$ cat src/rtl/demux_deser2_pkg.sv
// -----------------------------------------------------------------------------
// demux_deser2_pkg
// Shared constants for the two-channel demux deserializer.
//   W_DEFAULT : default word width per channel
//   W_MIN/MAX : legal word width range
//   CH0/CH1   : channel indices (select value and ovf bit position)
// -----------------------------------------------------------------------------
package demux_deser2_pkg;

  localparam int W_DEFAULT = 8;
  localparam int W_MIN     = 2;
  localparam int W_MAX     = 16;

  localparam int CH0 = 0;
  localparam int CH1 = 1;

  localparam int NUM_CH = 2;

endpackage : demux_deser2_pkg

$ cat src/rtl/demux_deser2_if.sv
// -----------------------------------------------------------------------------
// demux_deser2_if
// Bit-stream inputs and per-channel word handshakes of demux_deser2.
//   bit_vld, s, y0, y1 : one demuxed bit per cycle when bit_vld=1
//   sync               : frame resync (drops partial words)
//   clr_ovf            : clears sticky overflow flags
//   chN_data/valid/ready : per-channel word handshake
//   ovf                : sticky overflow, bit N = channel N
//
// Handshake: a word moves from producer to consumer at a rising edge where
// chN_valid=1 and chN_ready=1. While chN_valid=1 and chN_ready=0 the producer
// keeps chN_data and chN_valid unchanged. valid never waits on ready.
//
// Modports: master = stimulus/consumer side, slave = the deserializer.
// -----------------------------------------------------------------------------
interface demux_deser2_if #(
  parameter int W = demux_deser2_pkg::W_DEFAULT
);

  logic         bit_vld;
  logic         s;
  logic         y0;
  logic         y1;
  logic         sync;
  logic         clr_ovf;
  logic [W-1:0] ch0_data;
  logic         ch0_valid;
  logic         ch0_ready;
  logic [W-1:0] ch1_data;
  logic         ch1_valid;
  logic         ch1_ready;
  logic [1:0]   ovf;

  modport master (
    output bit_vld, s, y0, y1, sync, clr_ovf, ch0_ready, ch1_ready,
    input  ch0_data, ch0_valid, ch1_data, ch1_valid, ovf
  );

  modport slave (
    input  bit_vld, s, y0, y1, sync, clr_ovf, ch0_ready, ch1_ready,
    output ch0_data, ch0_valid, ch1_data, ch1_valid, ovf
  );

endinterface : demux_deser2_if

$ cat src/rtl/demux_deser2_lane.sv
// -----------------------------------------------------------------------------
// deser_lane
// One channel of the deserializer: LSB-first shift register, bit counter,
// single-entry holding register with valid/ready output, sticky overflow.
//   clk, rst_n  : clock, async active-low reset
//   i_bit_vld   : a bit for this lane is present
//   i_bit       : the bit value
//   i_sync      : clear counter and partial word, drop any bit this cycle
//   i_clr_ovf   : clear sticky overflow (a new overflow at the same edge wins)
//   i_ready     : consumer accepts the held word
//   o_data      : held word
//   o_valid     : held word valid
//   o_ovf       : sticky overflow flag
// -----------------------------------------------------------------------------
module deser_lane #(
  parameter int W = 8
) (
  input  logic         clk,
  input  logic         rst_n,
  input  logic         i_bit_vld,
  input  logic         i_bit,
  input  logic         i_sync,
  input  logic         i_clr_ovf,
  input  logic         i_ready,
  output logic [W-1:0] o_data,
  output logic         o_valid,
  output logic         o_ovf
);

  localparam int CW = $clog2(W);

  logic [CW-1:0] r_cnt;
  logic [W-1:0]  r_shift;
  logic [W-1:0]  r_data;
  logic          r_valid;
  logic          r_ovf;

  logic          w_take;
  logic          w_last;
  logic          w_free;
  logic [W-1:0]  w_word;

  // sync overrides a bit arriving at the same edge: that bit is dropped.
  assign w_take = i_bit_vld & ~i_sync;
  assign w_last = w_take & (r_cnt == CW'(W - 1));
  // Holding register can take a new word if empty or being drained now.
  assign w_free = ~r_valid | i_ready;
  // The final bit goes straight into the top position of the loaded word.
  assign w_word = {i_bit, r_shift[W-2:0]};

  always_ff @(posedge clk or negedge rst_n) begin
    if (!rst_n) begin
      r_cnt   <= '0;
      r_shift <= '0;
    end else if (i_sync) begin
      r_cnt   <= '0;
      r_shift <= '0;
    end else if (w_take) begin
      if (w_last) begin
        r_cnt   <= '0;
        r_shift <= '0;
      end else begin
        r_cnt          <= r_cnt + 1'b1;
        r_shift[r_cnt] <= i_bit;
      end
    end
  end

  always_ff @(posedge clk or negedge rst_n) begin
    if (!rst_n) begin
      r_data  <= '0;
      r_valid <= 1'b0;
    end else if (w_last && w_free) begin
      r_data  <= w_word;
      r_valid <= 1'b1;
    end else if (r_valid && i_ready) begin
      r_valid <= 1'b0;
    end
  end

  always_ff @(posedge clk or negedge rst_n) begin
    if (!rst_n) begin
      r_ovf <= 1'b0;
    end else if (w_last && !w_free) begin
      r_ovf <= 1'b1;
    end else if (i_clr_ovf) begin
      r_ovf <= 1'b0;
    end
  end

  assign o_data  = r_data;
  assign o_valid = r_valid;
  assign o_ovf   = r_ovf;

endmodule : deser_lane

$ cat src/rtl/demux_deser2.sv
// -----------------------------------------------------------------------------
// demux_deser2
// Reassembles two independent W-bit words from the outputs of an upstream
// 1:2 bit demux. Each accepted bit is steered to the lane chosen by s.
//   clk   : clock, rising edge
//   rst_n : async active-low reset
//   bus   : demux_deser2_if.slave (bit stream, sync, clr_ovf, two word
//           handshakes, sticky ovf)
// -----------------------------------------------------------------------------
module demux_deser2
  import demux_deser2_pkg::*;
#(
  parameter int W = W_DEFAULT
) (
  input  logic                 clk,
  input  logic                 rst_n,
  demux_deser2_if.slave        bus
);

  logic [NUM_CH-1:0] w_vld;
  logic              w_bit;
  logic [W-1:0]      w_data0;
  logic [W-1:0]      w_data1;
  logic [NUM_CH-1:0] w_valid;
  logic [NUM_CH-1:0] w_ovf;

  // The selected demux output carries the bit; only the selected lane sees
  // a strobe, so the other lane holds its state.
  assign w_bit       = bus.s ? bus.y1 : bus.y0;
  assign w_vld[CH0]  = bus.bit_vld & ~bus.s;
  assign w_vld[CH1]  = bus.bit_vld &  bus.s;

  deser_lane #(.W(W)) u_lane0 (
    .clk       (clk),
    .rst_n     (rst_n),
    .i_bit_vld (w_vld[CH0]),
    .i_bit     (w_bit),
    .i_sync    (bus.sync),
    .i_clr_ovf (bus.clr_ovf),
    .i_ready   (bus.ch0_ready),
    .o_data    (w_data0),
    .o_valid   (w_valid[CH0]),
    .o_ovf     (w_ovf[CH0])
  );

  deser_lane #(.W(W)) u_lane1 (
    .clk       (clk),
    .rst_n     (rst_n),
    .i_bit_vld (w_vld[CH1]),
    .i_bit     (w_bit),
    .i_sync    (bus.sync),
    .i_clr_ovf (bus.clr_ovf),
    .i_ready   (bus.ch1_ready),
    .o_data    (w_data1),
    .o_valid   (w_valid[CH1]),
    .o_ovf     (w_ovf[CH1])
  );

  assign bus.ch0_data  = w_data0;
  assign bus.ch1_data  = w_data1;
  assign bus.ch0_valid = w_valid[CH0];
  assign bus.ch1_valid = w_valid[CH1];
  assign bus.ovf       = w_ovf;

endmodule : demux_deser2

$ cat src/flat_wrapper.sv
// flat-port wrapper written by rule: the top's interface ports become plain ports
module demux_deser2_flat import demux_deser2_pkg::*;
#(
  parameter int W = W_DEFAULT
)
  (clk, rst_n, bus_bit_vld, bus_s, bus_y0, bus_y1, bus_sync, bus_clr_ovf, bus_ch0_ready, bus_ch1_ready, bus_ch0_data, bus_ch0_valid, bus_ch1_data, bus_ch1_valid, bus_ovf);
  demux_deser2_if #(.W(W)) bus_i ();
  input  logic clk;
  input  logic rst_n;
  input wire logic [$bits(bus_i.bit_vld)-1:0] bus_bit_vld;
  input wire logic [$bits(bus_i.s)-1:0] bus_s;
  input wire logic [$bits(bus_i.y0)-1:0] bus_y0;
  input wire logic [$bits(bus_i.y1)-1:0] bus_y1;
  input wire logic [$bits(bus_i.sync)-1:0] bus_sync;
  input wire logic [$bits(bus_i.clr_ovf)-1:0] bus_clr_ovf;
  input wire logic [$bits(bus_i.ch0_ready)-1:0] bus_ch0_ready;
  input wire logic [$bits(bus_i.ch1_ready)-1:0] bus_ch1_ready;
  output wire logic [$bits(bus_i.ch0_data)-1:0] bus_ch0_data;
  output wire logic [$bits(bus_i.ch0_valid)-1:0] bus_ch0_valid;
  output wire logic [$bits(bus_i.ch1_data)-1:0] bus_ch1_data;
  output wire logic [$bits(bus_i.ch1_valid)-1:0] bus_ch1_valid;
  output wire logic [$bits(bus_i.ovf)-1:0] bus_ovf;
  assign bus_i.bit_vld = bus_bit_vld;
  assign bus_i.s = bus_s;
  assign bus_i.y0 = bus_y0;
  assign bus_i.y1 = bus_y1;
  assign bus_i.sync = bus_sync;
  assign bus_i.clr_ovf = bus_clr_ovf;
  assign bus_i.ch0_ready = bus_ch0_ready;
  assign bus_i.ch1_ready = bus_ch1_ready;
  assign bus_ch0_data = bus_i.ch0_data;
  assign bus_ch0_valid = bus_i.ch0_valid;
  assign bus_ch1_data = bus_i.ch1_data;
  assign bus_ch1_valid = bus_i.ch1_valid;
  assign bus_ovf = bus_i.ovf;
  demux_deser2 #(.W(W)) u_core (.clk(clk), .rst_n(rst_n), .bus(bus_i));
endmodule
$ cat config.mk
export PLATFORM = sky130hd
export DESIGN_NAME = demux_deser2_flat
export DESIGN_NICKNAME = d
export VERILOG_FILES = /design/src/rtl/demux_deser2_pkg.sv /design/src/rtl/demux_deser2_if.sv /design/src/rtl/demux_deser2_lane.sv /design/src/rtl/demux_deser2.sv /design/src/flat_wrapper.sv
export SDC_FILE = /design/constraint.sdc
export NUM_CORES = 1
export LEC_CHECK = 0
export CORE_ASPECT_RATIO = 0.5
export CORE_MARGIN = 3
export CORE_UTILIZATION = 29
export CTS_BUF_LIST = sky130_fd_sc_hd__clkbuf_4
export DETAILED_ROUTE_END_ITERATION = 16
export GPL_ROUTABILITY_DRIVEN = 1
export GPL_TIMING_DRIVEN = 0
export SETUP_SLACK_MARGIN = 0.3
export SYNTH_ARGS = -nofsm -noshare
export SYNTH_HDL_FRONTEND = slang
export SYNTH_SLANG_ARGS = --single-unit
$ cat constraint.sdc
create_clock -name clk -period 1.6 [get_ports clk]
set_input_delay 0.16 -clock clk [delete_from_list [all_inputs] [get_ports clk]]
set_output_delay 0.16 -clock clk [all_outputs]
set_load 0.05 [all_outputs]
==> results.json <==
{
  "status": "finished clean",
  "synth-simple-area-share_pct": 15.3,
  "grt_max_degree": 29,
  "cp.required_ns": 1.84,
  "clk_pin_slew_ns": 0.12,
  "fillers": 570,
  "ir_worst_vdd_uv": 220,
  "crit_slowest_cell": "dfrtp_1",
  "synth_edf_count": 0,
  "syn-cell-area_sq_mm": 0.00202,
  "synth_fa_ha_area_share_pct": 2.48,
  "async_flop_share_pct": 100,
  "worstReg2RegStart": "u_core.u_lane1.r_cnt[1]",
  "setup_viol": 0,
  "postRouteAntennaNets": 0,
  "fmax_mhz": 635,
  "syn_inst": 178,
  "startpoint_type": "flip-flop",
  "place_inst": 294,
  "synth_top_family_by_area": "simple AND/OR/NAND/NOR gates",
  "path_cells": "ha_2, ha_4, nand4b_1, nor2b_2, buf_6, mux2_4",
  "numCtsBuffers": 5,
  "cts.htree.levels": 2,
  "cap_violations": 0,
  "cp.depth": 6,
  "antenna_found_initial": 0,
  "routedWlPerCell_um": 14.7,
  "hold_viol_final": 0,
  "first_global_vias": 1716,
  "final_area_sq_mm": 0.00305,
  "antenna_cells": 0,
  "first_pass_iters": 4,
  "cp_top_family": "flip-flops",
  "stdcell_count": 318,
  "die_x_um": 124,
  "rows": 20,
  "period_share_pct": 98.4,
  "portBuffers": 27,
  "fin_skew_ns": 0.00318,
  "final_cell_mix": "37 x dfrtp_1, 17 x mux2_4, 15 x buf_6, 11 x buf_4",
  "crit_type": "reg -> reg",
  "drt_iter0_drc": 101,
  "worst-path-buf-inv": 1,
  "total_power_mw": 1.81,
  "nets": 243,
  "syn-mean-instance-area_sq_um": 11.3,
  "die_y_um": 65.0,
  "hpwl_um": 2930,
  "cp-startpoint": "u_core.u_lane1.r_cnt[1]",
  "overflow": 0,
  "r2r_end": "u_core.u_lane1.o_data[4]",
  "initial_core_util_pct": 31.6,
  "place_ws_ns": -0.139,
  "synthFlopType": "dfrtp_1",
  "drc_errors": 0,
  "critPathCapture": "u_core.u_lane1.o_data[4]",
  "period_minus_slack_ns": 1.57,
  "gp_congestion": 0.743,
  "vias": 1564,
  "hold_class": "in -> reg",
  "yosysWarnings": 0,
  "cp-end-kind": "flip-flop",
  "syn_nets": 192,
  "placed_cell_area_sq_mm": 0.00248,
  "ys_seq_area_share_pct": 49.6,
  "cts_buffer_depth": 2,
  "clock_latency_ns": 0.34,
  "cts_tree": "done",
  "viasPerCell": 4.92,
  "cts_root_buffer": "clkbuf_4",
  "tightest_slew_ns": 0.491,
  "leakagePower_nw": 1.27,
  "rr_worst_depth": 6,
  "worstHoldPathCells": 3,
  "fin_ws_ns": 0.0255,
  "final_common_cell": "dfrtp_1",
  "area_growth_pct": 51.0,
  "grt_pass1_wl_um": 8310,
  "core-area_sq_mm": 0.00638,
  "slew_headroom_pct": 67.3,
  "cts_sinks": 40,
  "p_per_area_mw_per_mm2": 595,
  "synth_xor_area_share_pct": 0,
  "drive_gt1_share_pct": 60.4,
  "grt_util_all_layers_pct": 12.9,
  "maxSlewViolCount": 0,
  "grt_setup_unrepaired": "yes",
  "synthMuxAreaShare_pct": 10.5,
  "reg2reg_slack_ns": 0.03,
  "routed_wirelength_um": 4680,
  "die-area_sq_mm": 0.00806,
  "slowest_delay_ns": 0.38,
  "synth_compound_area_share_pct": 13.9,
  "critPathMaxFanout": 8,
  "critPathArrivalTime_ns": 1.81,
  "ys_types": 37,
  "setup_tns_ns": 0,
  "pin_count": 30,
  "ys_ff_latch": 40
}
## through the flow
stage / hold slack [ns] / utilization (%)
3_3_place_gp: 0.470 / 38.6
4_1_cts: 0.119 / 46.5
5_1_grt: 0.136 / 47.8
6_report: 0.126 / 47.8
3_5_place_dp: 0.0767 / 38.8
2_1_floorplan: -0.136 / -
## worst min-delay path by stage
stage | endpoint | slack (ns) | start
6_report | u_core.u_lane1.r_cnt[1] | 0.13 | bus_s
5_1_grt | u_core.u_lane1.r_cnt[1] | 0.14 | bus_s
4_1_cts | u_core.u_lane1.r_cnt[2] | 0.12 | bus_s
3_5_place_dp | u_core.u_lane1.r_shift[6] | 0.08 | rst_n
3_3_place_gp | u_core.u_lane1.r_cnt[2] | 0.47 | bus_s
2_1_floorplan | u_core.u_lane0.o_data[0] | -0.14 | rst_n
## layout make-up
class                   instances  area, sq um  share of cell area, %
inverters                      12         48.8                   1.60
plain buffers                  15          139                   4.56
repair buffers                 44          423                   13.9
multi-input cells             111         1270                   41.7
flip-flops and latches         40         1000                   33.0
well taps                      88          110                   3.61
clock inverters                 3         13.8                  0.452
clock buffers                   5         37.5                   1.23
## logic make-up after synthesis
family / Yosys count
buffers and inverters: 27
AOI/OAI and AO/OA: 37
and+or+nand+nor: 51
DFF: 40
adders and majority gates: 4
muxes: 19
## tightest hold or removal path, cell delays in order
cell	delay, ns
buf_6	0.12
nand4b_1	0.10
a21oi_1	0.06
## state kept, by name, indices dropped and copies added (netlist names)
| register | count |
|---|---|
| u_core.u_lane0.o_valid | 1 |
| u_core.u_lane1.r_cnt | 3 |
| u_core.u_lane1.o_valid | 1 |
| u_core.u_lane1.r_shift | 7 |
| u_core.u_lane0.o_ovf | 1 |
| u_core.u_lane1.o_ovf | 1 |
| u_core.u_lane0.r_cnt | 3 |
| u_core.u_lane1.o_data | 8 |
| u_core.u_lane0.o_data | 8 |
| u_core.u_lane0.r_shift | 7 |
## cells in the mapped netlist, drive strengths merged (4+ instances only)
cell     number  area share [%]
buf          12             5.5
nor2          5            0.93
a31oi         5             1.5
mux2         17             9.5
nand2b        5             1.9
a21oi         6             1.5
inv          12             2.2
nor3          8             2.0
a211o         6             3.0
ha            4             2.5
nand2        11             2.0
a2111oi       6             2.6
nor4          5             1.5
a211oi        8             3.0
dfrtp        40              50
## routing by layer
metal  routed length [um]  vias up  GRT usage (%)
met2                 2460       22           23.5
met3                  149        7           2.70
met4                   39        0           3.14
li1                     -      749              -
met5                    0        -              0
met1                 2040      786           15.6
## power breakdown
group | internal (mW) | switching [mW]
sequential | 1.03 | 0.0113
clock | 0.162 | 0.329
combinational | 0.119 | 0.167
## repair_timing
item	in CTS	in global routing
pin swaps	26	13
endpoints found under the setup margin	50	47
hold endpoints to repair	30	0
hold buffers	1	0
setup buffers	11	4
resized for setup	126	42
No activity file was read; power rests on OpenSTA's default activity.
